`config.mk`:
```
export PLATFORM = sky130hd
export DESIGN_NAME = yrv_aux_uart_rx
export DESIGN_NICKNAME = d
export VERILOG_FILES = /design/src/rtl/yrv_aux_uart_pkg.sv /design/src/rtl/yrv_aux_uart_fifo.sv /design/src/rtl/yrv_aux_uart_rx.sv
export SDC_FILE = /design/constraint.sdc
export NUM_CORES = 1
export LEC_CHECK = 0
export BUFFER_PORTS_ARGS = -buffer_cell sky130_fd_sc_hd__buf_2
export CAP_MARGIN = 10
export CORE_ASPECT_RATIO = 0.8
export CORE_UTILIZATION = 45
export CTS_CLUSTER_DIAMETER = 200
export DETAILED_ROUTE_END_ITERATION = 7
export REMOVE_ABC_BUFFERS = 1
export SKIP_LAST_GASP = 1
export SLEW_MARGIN = 20
export SYNTH_ARGS = -nofsm -noshare
export SYNTH_HDL_FRONTEND = slang
export SYNTH_HIERARCHICAL = 1
export SYNTH_SLANG_ARGS = --single-unit
export TNS_END_PERCENT = 1
```
`constraint.sdc`:
```
create_clock -name clk -period 4.3 [get_ports clk]
set_input_delay 0.215 -clock clk [delete_from_list [all_inputs] [get_ports clk]]
set_output_delay 0.215 -clock clk [all_outputs]
set_load 0.01 [all_outputs]
```
`src/rtl/yrv_aux_uart_pkg.sv`:
```
// Shared types and default constants for the YRV auxiliary UART receiver.
package yrv_aux_uart_pkg;

  typedef enum logic [2:0] {
    IDLE,
    START,
    DATA,
    STOP,
    WAIT_HIGH
  } rx_state_t;

  localparam int DEF_CLKS_PER_BIT = 430;
  localparam int DEF_FIFO_DEPTH   = 4;

endpackage

```
`src/rtl/yrv_aux_uart_fifo.sv`:
```
// Receive FIFO: power-of-two depth, wrapping pointers, head shown combinationally.
// A push while full is accepted only when a pop happens in the same cycle.
module yrv_aux_uart_fifo
  import yrv_aux_uart_pkg::*;
#(
  parameter int DEPTH = DEF_FIFO_DEPTH,
  parameter int WIDTH = 8
) (
  input  logic             clk,
  input  logic             resetn,
  input  logic             push,
  input  logic [WIDTH-1:0] push_data,
  input  logic             pop,
  output logic             full,
  output logic             empty,
  output logic [WIDTH-1:0] head_data
);

  localparam int AW = $clog2(DEPTH);

  logic [WIDTH-1:0] mem [DEPTH];
  logic [AW-1:0]    wr_ptr;
  logic [AW-1:0]    rd_ptr;
  logic [AW:0]      count;
  logic             wr_en;
  logic             rd_en;

  assign full  = (count == (AW+1)'(DEPTH));
  assign empty = (count == '0);
  assign wr_en = push && (!full || pop);
  assign rd_en = pop && !empty;

  // NOTE: the storage array is deliberately not reset; the head output is forced to zero while empty instead.
  // Write the incoming byte at the tail.
  always_ff @(posedge clk) begin
    if (wr_en) mem[wr_ptr] <= push_data;
  end

  // Pointer and occupancy bookkeeping; pointers wrap modulo DEPTH.
  always_ff @(posedge clk) begin
    if (!resetn) begin
      wr_ptr <= '0;
      rd_ptr <= '0;
      count  <= '0;
    end else begin
      if (wr_en) wr_ptr <= wr_ptr + 1'b1;
      if (rd_en) rd_ptr <= rd_ptr + 1'b1;
      case ({wr_en, rd_en})
        2'b10:   count <= count + 1'b1;
        2'b01:   count <= count - 1'b1;
        default: count <= count;
      endcase
    end
  end

  assign head_data = empty ? '0 : mem[rd_ptr];

endmodule

```
`src/rtl/yrv_aux_uart_rx.sv`:
```
// YRV auxiliary UART receiver: 8N1, fixed clocks-per-bit, synchronous active-low reset.
// Define YRV_AUX_UART_RX_FIFO_EN to buffer bytes in a FIFO_DEPTH-entry FIFO;
// otherwise a single holding register is used and FIFO_DEPTH is ignored.
module yrv_aux_uart_rx
  import yrv_aux_uart_pkg::*;
#(
  parameter int CLKS_PER_BIT = DEF_CLKS_PER_BIT,
  parameter int FIFO_DEPTH   = DEF_FIFO_DEPTH
) (
  input  logic       clk,
  input  logic       resetn,
  input  logic       aux_uart_rx,
  output logic [7:0] rx_data,
  output logic       rx_valid,
  input  logic       rx_ready,
  output logic       frame_err,
  output logic       overrun,
  output logic       busy
);

  localparam int TW = $clog2(CLKS_PER_BIT);
  localparam logic [TW-1:0] HALF_M1 = TW'(CLKS_PER_BIT / 2 - 1);
  localparam logic [TW-1:0] FULL_M1 = TW'(CLKS_PER_BIT - 1);

  // Reject illegal configurations at elaboration.
  if (CLKS_PER_BIT < 16 || FIFO_DEPTH < 2 || FIFO_DEPTH > 16 ||
      (FIFO_DEPTH & (FIFO_DEPTH - 1)) != 0) begin : g_bad_param
    $error("yrv_aux_uart_rx: illegal CLKS_PER_BIT or FIFO_DEPTH");
  end

  logic          rx_meta;
  logic          rx_s;
  rx_state_t     state;
  rx_state_t     state_d;
  logic [TW-1:0] timer;
  logic [2:0]    bit_idx;
  logic [7:0]    shift;
  logic          timer_clr;
  logic          sample_bit;
  logic          push;
  logic          ferr_d;
  logic          overrun_d;
  logic          pop;

  // Two-flop synchronizer; resets to the idle line level.
  always_ff @(posedge clk) begin
    if (!resetn) begin
      rx_meta <= 1'b1;
      rx_s    <= 1'b1;
    end else begin
      rx_meta <= aux_uart_rx;
      rx_s    <= rx_meta;
    end
  end

  // State register.
  always_ff @(posedge clk) begin
    if (!resetn) state <= IDLE;
    else         state <= state_d;
  end

  // NOTE: every combinational output gets a default first so no path can infer a latch.
  // Next-state and per-cycle control decisions.
  always_comb begin
    state_d    = state;
    timer_clr  = 1'b0;
    sample_bit = 1'b0;
    push       = 1'b0;
    ferr_d     = 1'b0;
    case (state)
      IDLE: begin
        if (!rx_s) begin
          state_d   = START;
          timer_clr = 1'b1;
        end
      end
      START: begin
        if (timer == HALF_M1) begin
          timer_clr = 1'b1;
          state_d   = rx_s ? IDLE : DATA;
        end
      end
      DATA: begin
        if (timer == FULL_M1) begin
          timer_clr  = 1'b1;
          sample_bit = 1'b1;
          if (bit_idx == 3'd7) state_d = STOP;
        end
      end
      STOP: begin
        if (timer == FULL_M1) begin
          timer_clr = 1'b1;
          if (rx_s) begin
            push    = 1'b1;
            state_d = IDLE;
          end else begin
            ferr_d  = 1'b1;
            state_d = WAIT_HIGH;
          end
        end
      end
      WAIT_HIGH: begin
        if (rx_s) state_d = IDLE;
      end
      default: state_d = IDLE;
    endcase
  end

  // Bit timer, bit index, LSB-first shift register and registered flag pulses.
  always_ff @(posedge clk) begin
    if (!resetn) begin
      timer     <= '0;
      bit_idx   <= '0;
      shift     <= '0;
      frame_err <= 1'b0;
      overrun   <= 1'b0;
    end else begin
      if (timer_clr || state == IDLE || state == WAIT_HIGH) timer <= '0;
      else                                                  timer <= timer + 1'b1;
      if (state == IDLE)   bit_idx <= '0;
      else if (sample_bit) bit_idx <= bit_idx + 1'b1;
      if (sample_bit) shift <= {rx_s, shift[7:1]};
      frame_err <= ferr_d;
      overrun   <= overrun_d;
    end
  end

  assign pop  = rx_valid && rx_ready;
  assign busy = (state != IDLE);

`ifdef YRV_AUX_UART_RX_FIFO_EN
  logic fifo_full;
  logic fifo_empty;

  yrv_aux_uart_fifo #(
    .DEPTH (FIFO_DEPTH),
    .WIDTH (8)
  ) u_fifo (
    .clk       (clk),
    .resetn    (resetn),
    .push      (push),
    .push_data (shift),
    .pop       (pop),
    .full      (fifo_full),
    .empty     (fifo_empty),
    .head_data (rx_data)
  );

  assign rx_valid  = !fifo_empty;
  assign overrun_d = push && fifo_full && !pop;
`else
  logic [7:0] hold_data;
  logic       hold_valid;

  // Single holding register; a push while occupied keeps the old byte.
  always_ff @(posedge clk) begin
    if (!resetn) begin
      hold_data  <= '0;
      hold_valid <= 1'b0;
    end else begin
      if (push && (!hold_valid || pop)) begin
        hold_data  <= shift;
        hold_valid <= 1'b1;
      end else if (pop) begin
        hold_valid <= 1'b0;
      end
    end
  end

  assign rx_data   = hold_data;
  assign rx_valid  = hold_valid;
  assign overrun_d = push && hold_valid && !pop;
`endif

endmodule

```
# Word-level counts from Yosys, hierarchy flattened
# Index checks and enable logic that the tools add are counted.
[totals]
mem_bits_rw = 0
output_inout_bits = 12
wordCells = 62
memories = 0
latch_bits = 0
rom_bits = 0
in_bits = 4
regBits = 36
[classes]
shift = 0
n_eq_ne = 13
div_mod_pow = 0
reduce_logical = 17
addsub = 2
n_mux = 19
mul = 0
n_bitwise = 1
magnitude_cmp = 0
[op_table]
columns = ["op", "count"]
rows = [
  ["2-to-1 mux 3 bit", 7],
  ["one-hot mux 3 bit (5 select lines)", 1],
  ["!= test 2 bit, second input constant", 6],
  ["adder 9 x 1 -> 9 bit, second input constant", 1],
  ["equality test 9 x 8 -> 1 bit, second input constant", 1],
  ["equality test 9 bit, second input constant", 1],
  ["2-to-1 mux 1 bit", 9],
  ["equality test 3 x 2 -> 1 bit, second input constant", 2],
  ["equality test 3 bit, second input constant", 2],
  ["AND reduction 6 bit", 1],
  ["OR reduction 2 bit", 3],
  ["logical AND 1 bit", 4],
  ["adder 3 x 1 -> 3 bit, second input constant", 1],
  ["equality test 3 x 1 -> 1 bit, second input constant", 1],
  ["zero test 3 bit", 1],
  ["logical OR 1 bit", 3],
  ["one-hot mux 1 bit (3 select lines)", 1],
  ["AND reduction 3 bit", 1],
  ["nonzero test 3 bit", 1],
  ["zero test 1 bit", 2],
  ["2-to-1 mux 2 bit", 1],
  ["nonzero test 2 bit", 1],
  ["NOT 1 bit", 1],
]

# Logic depth before layout (Yosys ltp)
# Gate-level depths: netlist (run 1).
[logic_depth]
ltp_word = 6
depth_mapped = 7
ltp_nobuf = 6

# Worst setup path after synthesis (run 1)
# Ideal clock, no wire load.
[synth_path]
path_kind = "register to register"
from = "register timer[0]"
to = "register hold_data[0], in the netlist rx_data[0]"
setup_time_ps = 116
arrival_ps = 1621
t_required_ps = 4184
path_buffers = 0
path_stages_with_launch = 6
slack_ps = 2563
synth_period_minus_slack_ps = 1737
cell_sequence = "dfxtp_1 > ha_1 > nand4b_4 > nor4_4 > mux2i_1 > nor2b_1"
[synth_via]
elab_chain_len = 4
[synth_lines]
columns = ["item", "line_no", "source"]
rows = [
  ["start, declared", "yrv_aux_uart_rx.sv:35", "logic [TW-1:0] timer;"],
  ["start signal, assigned", "yrv_aux_uart_rx.sv:119", "else timer <= timer + 1'b1;"],
  ["equality test 9 bit", "yrv_aux_uart_rx.sv:91", "if (timer == FULL_M1) begin"],
  ["2-to-1 mux 1 bit", "yrv_aux_uart_rx.sv:91", ""],
  ["2-to-1 mux 1 bit", "yrv_aux_uart_rx.sv:70", "case (state)"],
  ["logical AND 1 bit", "yrv_aux_uart_rx.sv:161", "if (push && (!hold_valid || pop)) begin"],
  ["end signal, assigned", "yrv_aux_uart_rx.sv:162", "hold_data <= shift;"],
  ["end, declared", "yrv_aux_uart_rx.sv:152", "logic [7:0] hold_data;"],
]
# No other way between the ends.
# A chain may end at the register's enable or synchronous reset.

# Final worst setup path (run 1)
[layout_path]
from = "register state[1]"
to = "register shift[1]"
[layout_via]
elab_chain_len = 2
[layout_lines]
columns = ["item", "line_no", "source"]
rows = [
  ["start, declared", "yrv_aux_uart_rx.sv:33", "rx_state_t state;"],
  ["start signal, assigned", "yrv_aux_uart_rx.sv:59", "else state <= state_d;"],
  ["equality test 3 x 2 -> 1 bit", "yrv_aux_uart_rx.sv:70", ""],
  ["2-to-1 mux 1 bit", "yrv_aux_uart_rx.sv:70", ""],
  ["end signal, assigned", "yrv_aux_uart_rx.sv:122", "if (sample_bit) shift <= {rx_s, shift[7:1]};"],
  ["end, declared", "yrv_aux_uart_rx.sv:37", "logic [7:0] shift;"],
]
# No other way between the ends.

==> results of run 1 <==
## cell type report
class	count	share of cell area
Clock inverter	2	0.00555
Sequential cell	36	0.400
Clock buffer	6	0.0458
Multi-Input combinational cell	107	0.472
Inverter	3	0.00625
Timing Repair Buffer	15	0.0416
Tap cell	42	0.0291
## worst max-delay path, delay by kind of cell, from the launching register on
kind          cells  cell delay, ps
flops             1             450
mux               1             290
simple gates      3            1360
## routing by layer
metal  GRT usage  vias to the layer above  share of wire
met2       0.207                       22           0.38
met4      0.0787                        0          0.021
met1       0.243                      493           0.55
li1            -                      566              -
met5           0                        -              0
met3      0.0496                        8          0.040
## through the flow
stage	power [mW]	setup slack, ps	hold WS [ps]	std cells
6_report	0.603	2100	108	211
2_1_floorplan	0.356	2340	288	146
4_1_cts	0.609	2070	102	211
3_5_place_dp	0.363	2070	399	203
5_1_grt	0.629	1910	110	211
3_3_place_gp	0.363	2150	398	203
## how the worst min path moves through the flow
| stage | endpoint | startpoint | slack [ps] |
|---|---|---|---|
| 5_1_grt | rx_meta$_SDFF_PN1_ | aux_uart_rx | 110 |
| 3_5_place_dp | rx_s$_SDFF_PN1_ | rx_meta$_SDFF_PN1_ | 400 |
| 3_3_place_gp | rx_meta$_SDFF_PN1_ | aux_uart_rx | 400 |
| 4_1_cts | rx_meta$_SDFF_PN1_ | aux_uart_rx | 100 |
| 6_report | rx_meta$_SDFF_PN1_ | aux_uart_rx | 110 |
| 2_1_floorplan | rx_meta$_SDFF_PN1_ | resetn | 290 |
## kinds of logic (layout without fill, tap and decap cells)
group / after synthesis / count (layout)
AOI/OAI and AO/OA: 9 / 9
xor gates and xnor gates: 8 / 8
adders and majority gates: 5 / 5
buffers and inverters: 9 / 26
DFF: 36 / 36
muxes: 19 / 19
and+or+nand+nor: 66 / 66
## power by group through the flow
stage                     clock (mW)  combinational (mW)  sequential [mW]
after CTS                      0.253              0.0174            0.338
after global placement             0              0.0171            0.346
final                          0.248              0.0172            0.338
after detailed placement           0              0.0174            0.346
after floorplan                    0              0.0110            0.345
after global routing           0.271              0.0189            0.339
## state kept, by name, summed over array words and instances (netlist names)
register	count
frame_err	1
overrun	1
rx_meta	1
state	3
rx_s	1
rx_valid	1
timer	9
rx_data	8
shift	8
bit_idx	3
## cell usage in the layout, fill, tap and decap left out, types with 3 or more instances in the layout
cell type,n
nor2_1,15
nor3b_1,3
inv_1,3
clkbuf_8,6
and4b_1,3
nor2b_1,19
dfxtp_1,36
nand3_1,4
mux2i_1,19
xor2_1,6
ha_1,5
buf_2,15
nand2_1,4
==> summary.txt, run 1 <==
Routing
  • Routed via count: approximately 1,100
  • Initial DRC count: 60
  • Avg WL per Cell: 12.6 um
  • Total Routed Length: 2.66 mm
  • Residual DRC count: 0
  • DRT antenna net count: 0
  • Routed vias/inst: slightly above 5
  • DRT Pass-1 Iters: 4

Pwr
  • Switching fraction of total power: 0.219
  • Reg power frac: 0.561
  • Peak VDD IR: 0.000191 V
  • Clock Power Share: 0.410
  • Comb pwr share: 0.029
  • Leak pwr: 0.714 nW
  • P_int: 0.471 mW
  • Switching pwr: 0.132 mW
  • Power per cell area: 335 mW/mm^2

Global route
  • Initial antenna violation count: 0
  • Global-route wire length before repair: between 4 and 5 mm
  • Largest net degree at the start of global routing: 28
  • Vias in the first global route: 982
  • Grt ovf: 0
  • GRT Total Usage: 0.163

CTS
  • PostCTS Resize Cnt: 0
  • Clk buf depth: 2
  • # H-tree levels: 2
  • CTS tree: built
  • CTS Buf Count: 5
  • CTS clk-pin slew, worst paths: ~80 ps
  • CTS Sinks: 36
  • Post-CTS Setup Bufs: 0
  • Hold buffers post-CTS: 0
  • Clock latency on the worst-skew pair: 290 ps
  • Root Buffer: clkbuf_8

Synth
  • Cells after Synth: around 150
  • Synth Area in Adders: 0.0388
  • Compound-Gate Fraction of Synth Area: 0.0473
  • Top-count cell post-synth: dfxtp_1
  • Post-synthesis register bit count: 36
  • Most used DFF post-synth: dfxtp_1
  • EDFF count, synth: 0
  • Post-synthesis sequential area ratio: 0.447
  • Leading area contributor after synthesis: dfxtp_1
  • Largest cells by area after synthesis: dfxtp_1 (45%), mux2i_1 (12%), nor2b_1 (7.4%)
  • Largest family of logic cells by synthesized area: simple AND/OR/NAND/NOR gates
  • Post-synth top cells: dfxtp_1 (36), mux2i_1 (19), nor2b_1 (19)
  • Post-synthesis mux area share: 0.118
  • Synth top area share: 0.447
  • Synth cell types: 38
  • Synth Warn #: 6
  • XOR/XNOR Fraction of Synth Area: 0.0434
  • Ys async rst share: 0
  • Post-Syn Area: 0.00161 mm^2
  • Syn Area/Cell: 10.6 um^2
  • Synth Area in Simple Gates: 0.280

Finish
  • Area occupied by multi-input gates: 851 um^2
  • Design Area, Final: 0.00180 mm^2
  • Area grow syn2layout: 11.8%
  • Antenna Cells: 0
  • Nets: 177
  • Filler instances: 317
  • Fin util: 0.527
  • Reg area: a little over 700 um^2
  • Layout cells sized above 1: 0.195

Placed design
  • Dpl hpwl: 1.83 mm
  • IO buf count: 15
  • Placed Area: about 0.0017 mm^2
  • RePlAce Congestion: about 0.8

Setup path
  • Worst setup endpoint: shift[1]$_SDFFE_PN0P_
  • R2r endpoint: shift[1]$_SDFFE_PN0P_
  • Critical Path Start: state[1]$_SDFFE_PN0P_
  • Crit path required time: between 4000 and 5000 ps
  • CP Cell Sequence: or3b_2 -> nor3_2 -> mux2i_1 -> nor2b_1
  • Worst R2R Path Depth: 4
  • Worst path max stage delay: 800 ps
  • Reg-to-reg startpoint: state[1]$_SDFFE_PN0P_
  • Critical path's slowest cell: nor3_2
  • CP max FO: 11
  • Reg-to-reg setup timing slack: ~2100 ps
  • Worst setup EP type: flop
  • Critical setup path kind: flop to flop
  • Worst EP arrival: 2390 ps
  • Startpoint Class: flop

Timing
  • Clock skew: 10.4 ps
  • RSZ-0062 raised after global routing: no
  • Period utilisation layout: 0.513
  • Setup_tns: 0 ps
  • Min Clock Period, post-route: ~2200 ps
  • Slew Viols, Final: 0
  • F_max: between 400 and 500 MHz
  • # setup viols final: 0
  • Relative slew margins: 0.300
  • Hold Violations, Final: 0
  • Worst-margin pin slew: 1040 ps

Flow run
  • Max-Cap Viols: 0

Die
  • Die ar.: roughly 0.0038 mm^2
  • Num ports: 16
  • Floorplan row count: 19
  • Die height: 55.5 um
  • Chip Width: ~69 um
  • Starting Density: 0.471
  • Core Box Area: 0.00342 mm^2

Hold path
  • Hold Path Stages: 2
  • Hold Path Class: input pin to flop

Outcome
  • Status: completed
Power figures use the tool's default switching activity.
==> run 2, diff against run 1 <==
Settings changed: PLACE_DENSITY set to 0.66.
Clock period 4.3 ns to 1.9 ns, I/O delays scaled along.
==> summary.txt, run 2 (synthesis gave the netlist of run 1 again) <==
Outcome
  • Status: completed

Die
  • Floorplan row count: 19 (unchanged)
  • Die height: 55.5 um (unchanged)
  • Chip Width: 68.9 um (unchanged)
  • Die ar.: 0.00383 mm^2 (unchanged)
  • Core Box Area: 0.00342 mm^2 (unchanged)
  • Num ports: 16 (unchanged)
  • Starting Density: 0.471 (unchanged)

Timing
  • Relative slew margins: 0.739 (+0.439)
  • Hold Violations, Final: 0 (unchanged)
  • Clock skew: 4.13 ps (-6.31 ps)
  • F_max: 554 MHz (+22%)
  • Min Clock Period, post-route: 1800 ps (-400 ps)
  • RSZ-0062 raised after global routing: no
  • Period utilisation layout: 0.950 (+0.437)
  • Min Hold Slack: 93.2 ps (-14.3 ps)
  • Worst Setup Slack, final: 95.5 ps (-2000 ps)
  • Slew Viols, Final: 0 (unchanged)
  • Worst-margin pin slew: 382 ps (-662 ps)
  • # setup viols final: 0 (unchanged)

Pwr
  • Reg power frac: 0.524 (-0.037)
  • Power per cell area: 781 mW/mm^2 (+130%)
  • Peak VDD IR: 0.000568 V (+200%)
  • Comb pwr share: 0.030 (about the same)
  • Switching fraction of total power: 0.199 (-0.0196)
  • P_int: 1.17 mW (+150%)
  • Switching pwr: 0.291 mW (+120%)
  • Clock Power Share: 0.446 (+0.036)
  • Leak pwr: 0.745 nW (+4.3%)

Routing
  • Routed via count: 1,126 (+3.4%)
  • Total Routed Length: 2.90 mm (+9.1%)
  • DRT Pass-1 Iters: 4 (unchanged)
  • Initial DRC count: 31 (-48%)
  • DRT antenna net count: 0 (unchanged)
  • Routed vias/inst: 5.21 (+1.0%)
  • Residual DRC count: 0 (unchanged)
  • Avg WL per Cell: 13.4 um (+6.6%)

Placed design
  • Dpl hpwl: 2.03 mm (+11%)
  • IO buf count: 15 (unchanged)
  • RePlAce Congestion: 0.806 (-1.2%)
  • Pre-CTS WS: 147 ps (-1920 ps)
  • Placed Area: 0.00175 mm^2 (+2.5%)

Setup path
  • Reg-to-reg startpoint: timer[0]$_SDFF_PP0_
  • Worst setup endpoint: frame_err$_SDFF_PN0_
  • Worst setup EP type: flop
  • Worst EP arrival: 2030 ps (-360 ps)
  • Critical Path Start: timer[0]$_SDFF_PP0_
  • Crit path required time: 2130 ps (-2360 ps)
  • Worst R2R Path Depth: 5 (+1)
  • CP max FO: 7 (-4)
  • R2r endpoint: frame_err$_SDFF_PN0_
  • Startpoint Class: flop
  • Critical setup path kind: flop to flop
  • Reg-to-reg setup timing slack: 100 ps (-2000 ps)

CTS
  • PostCTS Resize Cnt: 0 (unchanged)
  • Clock latency on the worst-skew pair: 280 ps (about the same)
  • CTS Buf Count: 5 (unchanged)
  • CTS clk-pin slew, worst paths: 70 ps (about the same)
  • # H-tree levels: 2 (unchanged)
  • Post-CTS Setup Bufs: 0 (unchanged)
  • Root Buffer: clkbuf_8
  • CTS tree: built
  • CTS Sinks: 36 (unchanged)
  • Clk buf depth: 2 (unchanged)

Finish
  • Design Area, Final: 0.00187 mm^2 (+3.7%)
  • Commonest non-fill, non-tap cell in the layout: dfxtp_1
  • Max FFs per register: 9 (unchanged)
  • Antenna Cells: 0 (unchanged)
  • Nets: 182 (+2.8%)
  • Biggest register: timer
  • Layout cells sized above 1: 0.207 (+0.0116)
  • Area grow syn2layout: 16.0%
  • Most frequent cells in the layout: dfxtp_1 (36), mux2i_1 (19), nor2b_1 (19)

Global route
  • Vias in the first global route: 1,057 (+7.6%)
  • GRT Total Usage: 0.178 (+0.0150)
  • Initial antenna violation count: 0 (unchanged)
  • Global-route wire length before repair: 4.92 mm (+8.5%)
  • Largest net degree at the start of global routing: 25 (-11%)
  • Grt ovf: 0 (unchanged)

Hold path
  • Hold Path Class: input pin to flop

Flow run
  • Max-Cap Viols: 0 (unchanged)
-- run 2: changes by cell type in the layout (fill, tap and decap cells not counted) --
| cell | change |
|---|---|
| clkbuf_1 | +1 |
| buf_12 | +1 |
| bufinv_16 | +1 |
| buf_4 | +3 |
| clkbuf_8 | -1 |
| dlygate4sd3_1 | +1 |
| clkinv_2 | -1 |
-- run 2: per-layer routing --
metal / wire length (um) / track usage / share of wire / vias to the layer above
met5: 0 / 0 / 0 / -
met4: 41 / 0.0875 / 0.014 / 0
met3: 114 / 0.0496 / 0.039 / 7
met2: 1210 / 0.239 / 0.42 / 22
met1: 1530 / 0.256 / 0.53 / 521
li1: - / - / - / 576
-- run 2: per-stage QoR --
stage | instances | power [mW] | utilization | setup TNS, ps
finish | 216 | 1.46 | 0.546 | 0
global route | 216 | 1.52 | 0.546 | 0
CTS | 216 | 1.48 | 0.546 | 0
detailed placement | 207 | 0.825 | 0.512 | 0
global placement | 207 | 0.824 | 0.512 | 0
floorplan | 146 | 0.806 | - | -574
-- run 2: layout make-up --
cell class	count	area, um^2
Fill cell	320	1550
Multi-Input combinational cell	107	851
Sequential cell	36	721
Timing Repair Buffer	20	128
Clock buffer	6	72.6
Tap cell	42	52.6
Clock inverter	2	35.0
Inverter	3	11.3
-- run 2: worst max-delay path, stage by stage, from the launching register on --
cell and delay, ps:
dfxtp_1 450, ha_1 270, and4b_1 310, a21boi_0 140
nor3_1 340, and4b_1 240
-- run 2: power by group through the flow --
stage	Combinational (mW)	Clock [mW]	Sequential, mW
CTS	0.0443	0.674	0.765
detailed placement	0.0422	0	0.783
global route	0.0479	0.704	0.766
finish	0.0442	0.651	0.766
floorplan	0.0249	0	0.781
global placement	0.0413	0	0.782
-- run 2: worst min path at each step --
stage | from | end | cells past startpoint
floorplan | resetn | rx_meta$_SDFF_PN1_ | 1
global placement | aux_uart_rx | rx_meta$_SDFF_PN1_ | 2
detailed placement | aux_uart_rx | rx_meta$_SDFF_PN1_ | 2
CTS | resetn | state[0]$_SDFFE_PN0P_ | 2
global route | resetn | state[0]$_SDFFE_PN0P_ | 2
finish | resetn | state[0]$_SDFFE_PN0P_ | 2
-- run 2: repair_timing --
action                                 in CTS  in global routing
endpoints found under the hold margin       1                  0
setup endpoints to repair                   0                  0
hold buffers                                1                  0
==> run 3, diff against run 2 <==
Settings changed: CORE_ASPECT_RATIO 0.8 to not set, PLACE_DENSITY 0.66 to not set.
Clock period 1.9 ns to 2.3 ns, I/O delays scaled along.
==> summary.txt, run 3 (synthesis gave the netlist of run 1 again) <==
Pwr
  • Reg power frac: 0.577 (+0.053)
  • Leak pwr: 0.726 nW (-2.6%)
  • Power per cell area: 600 mW/mm^2 (-23%)
  • Switching pwr: 0.224 mW (-23%)
  • P_int: 0.871 mW (-26%)
  • Switching fraction of total power: 0.205 (+0.00565)
  • Comb pwr share: 0.031 (about the same)
  • Peak VDD IR: 0.000341 V (-40%)
  • Clock Power Share: 0.392 (-0.054)

CTS
  • CTS Buf Count: 5 (unchanged)
  • CTS clk-pin slew, worst paths: 100 ps (+30 ps)
  • Root Buffer: clkbuf_4
  • Clk buf depth: 2 (unchanged)
  • # H-tree levels: 2 (unchanged)
  • CTS tree: built
  • Clock latency on the worst-skew pair: 340 ps (+60 ps)
  • CTS Sinks: 36 (unchanged)

Finish
  • Biggest register: timer
  • Antenna Cells: 0 (unchanged)
  • Area grow syn2layout: 13.1%
  • Commonest non-fill, non-tap cell in the layout: dfxtp_1
  • Nets: 181 (-0.55%)
  • Max FFs per register: 9 (unchanged)
  • Filler instances: 305 (-4.7%)
  • Most frequent cells in the layout: dfxtp_1 (36), mux2i_1 (19), nor2b_1 (19)
  • Layout cells sized above 1: 0.202 (-0.00458)
  • Design Area, Final: 0.00182 mm^2 (-2.5%)

Routing
  • Avg WL per Cell: 12.2 um (-8.9%)
  • Residual DRC count: 0 (unchanged)
  • Routed via count: 1,114 (-1.1%)
  • DRT antenna net count: 0 (unchanged)
  • Met3 wire len: 112 um (-1.8%)
  • Initial DRC count: 19 (-39%)
  • Total Routed Length: 2.68 mm (-7.6%)
  • M1 wire length: 1.30 mm (-15%)
  • DRT Pass-1 Iters: 3 (-1)
  • Routed vias/inst: 5.09 (-2.4%)
  • DR top layer: met4
  • Met2 WL: 1.21 mm (+0.17%)

Setup path
  • Critical path's slowest cell: o311ai_2
  • Startpoint Class: flop
  • Critical setup path kind: flop to flop
  • Worst setup EP type: flop
  • CP max FO: 9 (+2)
  • Crit path required time: 2510 ps (+380 ps)
  • CP Cell Sequence: ha_1 -> and4b_1 -> nand2_1 -> o311ai_2 -> nor2_1
  • Worst EP arrival: 2120 ps (+90 ps)
  • Worst path max stage delay: 590 ps (+140 ps)

Die
  • Floorplan row count: 21 (+2)
  • Die ar.: 0.00383 mm^2 (about the same)
  • Chip Width: 61.9 um (-10%)
  • Starting Density: 0.476 (+0.00470)
  • Num ports: 16 (unchanged)
  • Die height: 61.9 um (+11%)
  • Core Box Area: 0.00339 mm^2 (-0.99%)

Global route
  • Largest net degree at the start of global routing: 28 (+12%)
  • Global-route wire length before repair: 4.54 mm (-7.7%)
  • Grt ovf: 0 (unchanged)
  • GRT Total Usage: 0.168 (-0.00959)
  • Vias in the first global route: 1,028 (-2.7%)
  • Initial antenna violation count: 0 (unchanged)

Timing
  • Relative slew margins: 0.537 (-0.202)
  • Clock skew: 7.82 ps (+3.70 ps)
  • Worst-margin pin slew: 693 ps (+311 ps)
  • Min Clock Period, post-route: 1910 ps (+104 ps)
  • Min Hold Slack: 128 ps (+34.8 ps)
  • Hold Violations, Final: 0 (unchanged)
  • Setup_tns: 0 ps (unchanged)
  • # setup viols final: 0 (unchanged)
  • Period utilisation layout: 0.830 (-0.120)
  • F_max: 524 MHz (-5.4%)
  • Slew Viols, Final: 0 (unchanged)
  • RSZ-0062 raised after global routing: no

Placed design
  • Placed Area: 0.00174 mm^2 (-0.86%)
  • Dpl hpwl: 1.90 mm (-6.5%)
  • RePlAce Congestion: 0.827 (+2.5%)
  • IO buf count: 15 (unchanged)

Hold path
  • Hold Path Class: input pin to flop

Outcome
  • Status: completed

Flow run
  • Max-Cap Viols: 0 (unchanged)
run 3: final timing paths:
kind,start,to,slack (ps),cells after the start
setup / recovery,timer[0]$_SDFF_PP0_,timer[2]$_SDFF_PP0_,390,5
hold reg to reg,rx_meta$_SDFF_PN1_,rx_s$_SDFF_PN1_,430,1
setup reg to reg,timer[0]$_SDFF_PP0_,timer[2]$_SDFF_PP0_,390,5
hold / removal,resetn,rx_meta$_SDFF_PN1_,130,2
run 3: timing repair:
action	CTS	global route
hold buffers	1	0
buffers inserted	0	0
gates resized for setup	0	0
hold endpoints to repair	1	0
run 3: cell type report:
cell class / instances / area [um^2] / area share
Sequential cell: 36 / 721 / 0.395
Clock buffer: 6 / 41.3 / 0.0226
Inverter: 3 / 11.3 / 0.00617
Multi-Input combinational cell: 107 / 851 / 0.466
Clock inverter: 2 / 35.0 / 0.0192
Tap cell: 46 / 57.6 / 0.0316
Timing Repair Buffer: 19 / 108 / 0.0590
run 3: per-stage QoR:
stage / setup slack, ps / power [mW] / util / instances
after floorplan: 341 / 0.666 / - / 146
after global placement: 499 / 0.678 / 0.513 / 210
after detailed placement: 391 / 0.679 / 0.513 / 210
after CTS: 378 / 1.11 / 0.538 / 219
after global routing: 189 / 1.15 / 0.538 / 219
final: 392 / 1.10 / 0.538 / 219
run 3: power groups by stage:
stage          clock, mW  combinational [mW]  sequential, mW
2_1_floorplan          0              0.0205           0.645
3_3_place_gp           0              0.0314           0.647
3_5_place_dp           0              0.0322           0.647
4_1_cts            0.448              0.0336           0.633
5_1_grt            0.478              0.0372           0.634
6_report           0.429              0.0336           0.632
run 3: layer usage:
layer  up-vias  track usage
li1        569            -
met1       521        0.204
met2        18        0.260
met3         6       0.0600
met4         0       0.0921
met5         -            0
run 3: critical path: cells and delay by family, from the launching register on:
kind                       cells  cell delay [ps]
AOI/OAI and AO/OA              1              590
and+or+nand+nor                3              490
DFF                            1              450
adders and majority gates      1              240
